## config.mk

```make
export PLATFORM = sky130hd
export DESIGN_NAME = ifu_fetch_ctrl
export DESIGN_NICKNAME = d
export VERILOG_FILES = /design/src/rtl/ifu_fetch_ctrl.sv
export SDC_FILE = /design/constraint.sdc
export NUM_CORES = 1
export LEC_CHECK = 0
export CORE_ASPECT_RATIO = 1.1
export CORE_UTILIZATION = 41
export DETAILED_ROUTE_END_ITERATION = 12
export PLACE_DENSITY = 0.77
export SYNTH_ARGS = -nofsm -noshare
export SYNTH_HDL_FRONTEND = slang
export SYNTH_SLANG_ARGS = --single-unit
```

## constraint.sdc

```tcl
create_clock -name clk -period 2.4 [get_ports clk]
set_input_delay 0.36 -clock clk [delete_from_list [all_inputs] [get_ports clk]]
set_output_delay 0.36 -clock clk [all_outputs]
set_load 0.02 [all_outputs]
```

## src/rtl/ifu_fetch_ctrl.sv

```systemverilog
// ifu_fetch_ctrl: instruction-fetch front end feeding the IF/ID pipeline register
//   clk, rst (async, active-low)    clock and reset
//   fetch_en                        allow fetching; low parks the block in IDLE
//   req_valid/req_ready/req_addr    fetch request to instruction memory
//   rsp_valid/rsp_data/rsp_err      in-order response, one per accepted request
//   redirect_valid/redirect_pc      flush and restart fetch at a new target
//   out_valid/out_ready             single-entry output buffer handshake
//   out_pc/out_inst/out_err         buffered PC, instruction and access-fault flag
module ifu_fetch_ctrl #(
    parameter int              PC_W     = 64,
    parameter int              INST_W   = 32,
    parameter logic [PC_W-1:0] RESET_PC = 64'h80000000
) (
    input  logic              clk,
    input  logic              rst,
    input  logic              fetch_en,
    output logic              req_valid,
    input  logic              req_ready,
    output logic [PC_W-1:0]   req_addr,
    input  logic              rsp_valid,
    input  logic [INST_W-1:0] rsp_data,
    input  logic              rsp_err,
    input  logic              redirect_valid,
    input  logic [PC_W-1:0]   redirect_pc,
    output logic              out_valid,
    input  logic              out_ready,
    output logic [PC_W-1:0]   out_pc,
    output logic [INST_W-1:0] out_inst,
    output logic              out_err
);
    localparam logic [2:0] S_IDLE = 3'd0;
    localparam logic [2:0] S_REQ  = 3'd1;
    localparam logic [2:0] S_WAIT = 3'd2;
    localparam logic [2:0] S_HOLD = 3'd3;
    localparam logic [2:0] S_HALT = 3'd4;

    logic [2:0]        state_q, state_d;
    logic [PC_W-1:0]   pc_q, pc_d;
    logic              drop_q, drop_d;
    logic              out_valid_q, out_valid_d;
    logic [PC_W-1:0]   out_pc_q, out_pc_d;
    logic [INST_W-1:0] out_inst_q, out_inst_d;
    logic              out_err_q, out_err_d;
    logic              can_issue, hs, redir, capture;

    // A new request may only go out if its response will find room in the buffer.
    assign can_issue = !out_valid_q || out_ready;
    assign req_valid = state_q == S_REQ && fetch_en && can_issue;
    assign req_addr  = pc_q & ~PC_W'(3);
    assign hs        = req_valid && req_ready;
    // Redirect is ignored only while parked in IDLE with fetching disabled.
    assign redir     = redirect_valid && (state_q != S_IDLE || fetch_en);
    assign capture   = state_q == S_WAIT && rsp_valid && !drop_q && !redir;

    assign out_valid = out_valid_q;
    assign out_pc    = out_pc_q;
    assign out_inst  = out_inst_q;
    assign out_err   = out_err_q;

    always_comb begin
        state_d     = state_q;
        drop_d      = drop_q;
        pc_d        = redir ? (redirect_pc & ~PC_W'(3)) : (capture && !rsp_err) ? pc_q + PC_W'(4) : pc_q;
        out_valid_d = redir ? 1'b0 : capture ? 1'b1 : (out_valid_q && out_ready) ? 1'b0 : out_valid_q;
        out_pc_d    = capture ? pc_q : out_pc_q;
        out_inst_d  = capture ? rsp_data : out_inst_q;
        out_err_d   = capture ? rsp_err : out_err_q;
        case (state_q)
            S_IDLE: state_d = fetch_en ? S_REQ : S_IDLE;
            S_REQ: begin
                // A redirect racing an accepted request must discard that request's response.
                if (hs) begin
                    state_d = S_WAIT;
                    drop_d  = redir;
                end else if (!redir) begin
                    state_d = !can_issue ? S_HOLD : fetch_en ? S_REQ : S_IDLE;
                end
            end
            S_WAIT: begin
                if (rsp_valid) begin
                    state_d = (capture && rsp_err) ? S_HALT : S_REQ;
                    drop_d  = 1'b0;
                end else if (redir) begin
                    drop_d = 1'b1;
                end
            end
            S_HOLD: state_d = redir ? S_REQ : !out_ready ? S_HOLD : fetch_en ? S_REQ : S_IDLE;
            S_HALT: state_d = redir ? S_REQ : S_HALT;
            default: state_d = S_IDLE;
        endcase
    end

    always_ff @(posedge clk or negedge rst) begin
        if (!rst) begin
            state_q     <= S_IDLE;
            pc_q        <= RESET_PC;
            drop_q      <= 1'b0;
            out_valid_q <= 1'b0;
            out_pc_q    <= '0;
            out_inst_q  <= '0;
            out_err_q   <= 1'b0;
        end else begin
            state_q     <= state_d;
            pc_q        <= pc_d;
            drop_q      <= drop_d;
            out_valid_q <= out_valid_d;
            out_pc_q    <= out_pc_d;
            out_inst_q  <= out_inst_d;
            out_err_q   <= out_err_d;
        end
    end
endmodule

```

# Yosys cells after proc, flatten, opt, wreduce, memory -nomap -nowiden
# Index checks and enable logic that the tools add are counted.
[totals]
regBits = 166
wordCells = 58
[op_classes]
add_sub_neg = 1
n_eq_ne = 8
n_mux = 19
n_reduce_logical = 23
[ops]
columns = ["operator", "n"]
rows = [
  ["two-way mux 64 bit", 2],
  ["adder 64 x 3 -> 64 bit, second input constant", 1],
  ["two-way mux 3 bit", 6],
  ["one-hot mux 3 bit (5 select lines)", 1],
  ["logical AND 1 bit", 10],
  ["two-way mux 1 bit", 7],
  ["equality test 3 x 2 -> 1 bit, second input constant", 2],
  ["inequality test 3 bit, second input constant", 2],
  ["nonzero test 3 bit", 2],
  ["zero test 1 bit", 4],
  ["two-way mux 2 bit", 2],
  ["inequality test 2 bit, second input constant", 2],
  ["nonzero test 2 bit", 2],
  ["equality test 3 x 1 -> 1 bit, second input constant", 1],
  ["equality test 3 bit, second input constant", 1],
  ["zero test 3 bit", 1],
  ["AND reduction 3 bit", 1],
  ["logical OR 1 bit", 2],
  ["one-hot mux 1 bit (2 select lines)", 1],
  ["AND reduction 2 bit", 1],
]

# Longest topological paths before layout
[logic_depth]
ltp_word = 9
mapped_depth = 8
depth_no_buf = 6

# Worst setup path before layout
# Ideal clock, no wire load.
[synth_timing]
path_kind = "register to register"
start = "register pc_q[2]"
end = "register pc_q[62]"
setup_time_ns = 0.082
arrival_ns = 2.269
required_ns = 2.318
slack_ns = 0.049
path_stages_with_launch = 7
cell_sequence = "dfrtp_1 > ha_1 > and2_1 > nand4_4 > or4_4 > or4_1 > a31oi_1"
[synth_between]
elab_chain_len = 3
[synth_lines]
columns = ["item", "line_no", "source"]
rows = [
  ["start: declaration", "38", "logic [PC_W-1:0] pc_q, pc_d;"],
  ["start signal: assignment", "104", "pc_q <= pc_d;"],
  ["adder 64 x 3 -> 64 bit", "63", "pc_d = redir ? (redirect_pc & ~PC_W'(3)) : (capture && !rsp_err) ? pc_q + PC_W'(4) : pc_q;"],
  ["two-way mux 64 bit (2 in series)", "63", ""],
]
# No other way between the ends. The select of a mux whose other input is x is not followed.
# A chain may end at the register's enable or synchronous reset.

# Worst setup path after layout
[layout_timing]
start = "register drop_q"
end = "register pc_q[62]"
[layout_between]
elab_chain_len = 5
[layout_lines]
columns = ["item", "line_no", "source"]
rows = [
  ["start: declaration", "39", "logic drop_q, drop_d;"],
  ["start signal: assignment", "105", "drop_q <= drop_d;"],
  ["zero test 1 bit", "53", "assign capture = state_q == S_WAIT && rsp_valid && !drop_q && !redir;"],
  ["logical AND 1 bit (2 in series)", "53", ""],
  ["logical AND 1 bit", "63", ""],
  ["nonzero test 2 bit (no line)", "--", ""],
]
# No other way between the ends.

==> flow_summary_export.csv <==
group,metric,value,unit
clock_network,cts_made_buffers,17,
yosys,netlist-cell-type-count,54,
clock_network,numClockSinks,162,
global_routing,grt_max_degree,91,
yosys,synth_area,0.00768,sq mm
job,maxCapViolCount,0,
sta,min_period,2290,ps
worst_setup_path,r2r-end,"pc_q[62]",
yosys,ys_ff_latch,162,
worst_setup_path,worst_r2r_path_depth,6,
floorplanning,num_io_pins,267,
place,place_congestion,0.854,
yosys,yosys_most_used_dff,"dfrtp_1",
sta,skew,8.12,ps
detailed_routing,ant_nets,0,
global_routing,antenna_found_initial,0,
yosys,synth_edf_count,0,
yosys,synthArstFlopShare,100,%
layout,final_cell_mix,"clkdlybuf4s50_1, dfrtp_1, mux2_2",
layout,area_delta_synth_final,53.2,%
sta,rsz0062_at_grt,"true",
detailed_routing,wl,21800,microns
floorplanning,fp.dieArea,0.0193,sq mm
status,status,"completed",
floorplanning,die_height,146,microns
place,dp_hpwl,16000,microns
power,p_leak,0.00485,uW
power,ir_worst_vdd,0.000593,V
global_routing,gr-total-overflow,0,
detailed_routing,dr.pass1.iters,6,
detailed_routing,via_per_inst,5.18,
floorplanning,start_util,41.9,%
layout,layout.nets,1134,
power,p_per_area,1080,mW/mm^2
worst_setup_path,endpoint,"pc_q[62]",
global_routing,grt_util_all_layers,23.6,%
yosys,yosysTopAreaCellShare,52.5,%
layout,final.fill_count,1515,
global_routing,grt_pass1_wl,35600,microns
layout,final_cells,1285,
worst_setup_path,startpoint_type,"register",
clock_network,worstSkewPairLatency,430,ps
yosys,yosys.area.top_type,"dfrtp_1",
sta,fmax,0.438,GHz
worst_setup_path,worstPathArrival,2630,ps
detailed_routing,wire_per_inst,17.0,microns
place,dp.cells,1248,
worst_setup_path,cp_data_required_time,2750,ps
layout,mostFrequentLayoutCell,"clkdlybuf4s50_1",
worst_setup_path,path_max_fanout,9,
worst_setup_path,reg2reg_from,"drop_q",
layout,diodes,0,
layout,finish.utilization,64.1,%
yosys,avgSynthCellArea,11.0,sq um
clock_network,htree_num_levels,4,
sta,setup_viol,0,
sta,final_max_slew_viol_count,0,
sta,worst_slack,115,ps
detailed_routing,vias,6657,
detailed_routing,remaining_drc_errors,0,
worst_setup_path,crit_start,"drop_q",
yosys,synthTopCellsByArea,"dfrtp_1, mux2_2, xnor2_1, nand2_1, o21ai_0",
worst_setup_path,path_class,"register to register",
clock_network,path_clk_slew,70,ps
detailed_routing,drtIter0Drc,357,
yosys,synth_seq_area_share,52.8,%
clock_network,cts_buffer_depth,2,
place,portBuffers,260,
worst_setup_path,end_kind,"register",
place,post-place-ws,-375,ps
worst_hold_path,hold_path_class,"input pin to asynchronous set/reset pin",
floorplanning,num_rows,52,
floorplanning,fp.dieW,132,microns
floorplanning,core_area,0.0183,sq mm
yosys,synthCells,700,
global_routing,grt_pass1_vias,6845,
sta,finalHoldViolations,0,
sta,period_share,95.2,%
layout,drive_gt1_share,22.9,%
clock_network,cts_tree,"done",
clock_network,clock_tree.root_cell,"clkbuf_16",
yosys,yosysWarnings,0,
worst_setup_path,rrSetupSlack,110,ps
## routing by layer
| layer | track usage, % | wire length (microns) | vias to the layer above |
|---|---|---|---|
| li1 | - | - | 3165 |
| met1 | 28.8 | 9230 | 3236 |
| met2 | 40.9 | 11000 | 226 |
| met3 | 5.85 | 1210 | 30 |
| met4 | 7.18 | 353 | 0 |
| met5 | 0 | 0 | - |
## worst min path at each step
stage | startpoint | end | slack (ps) | depth (start not counted)
4_1_cts | redirect_pc[31] | pc_q[31] | 440 | 3
3_3_place_gp | rst | out_pc[48] | 330 | 1
6_report | rst | pc_q[50] | 440 | 2
2_1_floorplan | rst | drop_q | 60 | 0
5_1_grt | rst | out_pc[48] | 460 | 2
3_5_place_dp | rst | out_pc[51] | 340 | 1
## logic make-up (layout without fill, tap and decap cells)
family | count (synthesis) | in the layout | synth area share (%)
simple gates | 242 | 242 | 17.1
other cells | 1 | 4 | 0.0488
buf+inv | 58 | 397 | 3.44
mux | 96 | 96 | 14.0
flops | 162 | 162 | 52.8
xor+xnor | 45 | 45 | 5.13
fa+ha+maj | 1 | 1 | 0.163
compound gates | 95 | 95 | 7.22
## registers in the layout, summed over array words and instances (netlist names)
name and cells:
drop_q 1, out_err 1, out_inst 32, out_pc 62, out_valid 1, pc_q 62, state_q 3
## critical path, cell delays in order (launching register included)
cell and delay (ps):
dfrtp_1 400, nor4bb_2 280, nand4_1 120, buf_4 170, or4_4 540, or4_1 510, a31oi_1 180
## final cells by class
class                   count  area [sq um]  area share (%)
flip-flops and latches    162          4060            34.5
multi-input cells         483          3410            29.0
repair buffers            353          3380            28.7
clock buffers              17           425            3.62
well taps                 243           304            2.58
clock inverters            15           145            1.23
inverters                  12          45.0           0.383
## through the flow
step	cell area, sq um	setup TNS (ps)	hold slack, ps	power (uW)
after floorplan	7690	0	64.4	6980
after global placement	11100	-4440	334	9920
after detailed placement	11100	-5750	336	10000
after CTS	11700	0	444	12700
after global routing	11800	-14.5	458	13300
final	11800	0	439	12700
## what timing repair did
| action | in CTS | in global routing |
|---|---|---|
| hold buffers | 1 | 0 |
| pin swaps | 0 | 2 |
| buffers inserted | 0 | 4 |
| gates resized for setup | 2 | 6 |
| endpoints found under the setup margin | 1 | 12 |
| endpoints found under the hold margin | 44 | 0 |
## power by group
group | total [uW] | leakage [uW] | internal, uW | switching [uW]
Clock | 2670 | 0.000277 | 1450 | 1210
Sequential | 4290 | 0.00204 | 3680 | 613
Combinational | 5700 | 0.00254 | 2940 | 2760
## synthesized netlist by cell type, types with 7 or more instances
cell type  instances
dfrtp_1          161
mux2_2            94
nand2_1           74
o21ai_0           52
xnor2_1           39
nor2_1            32
clkbuf_1          22
nand3_1           20
nor3_1            18
a31oi_1           16
nor4_1            16
nand4_1           15
buf_2             14
and4_1            12
inv_1             12
a21oi_1            9
and3_1             9
or3_1              9
and2_1             7
o31ai_1            7
Note: power is estimated with default switching activity, not from simulation.
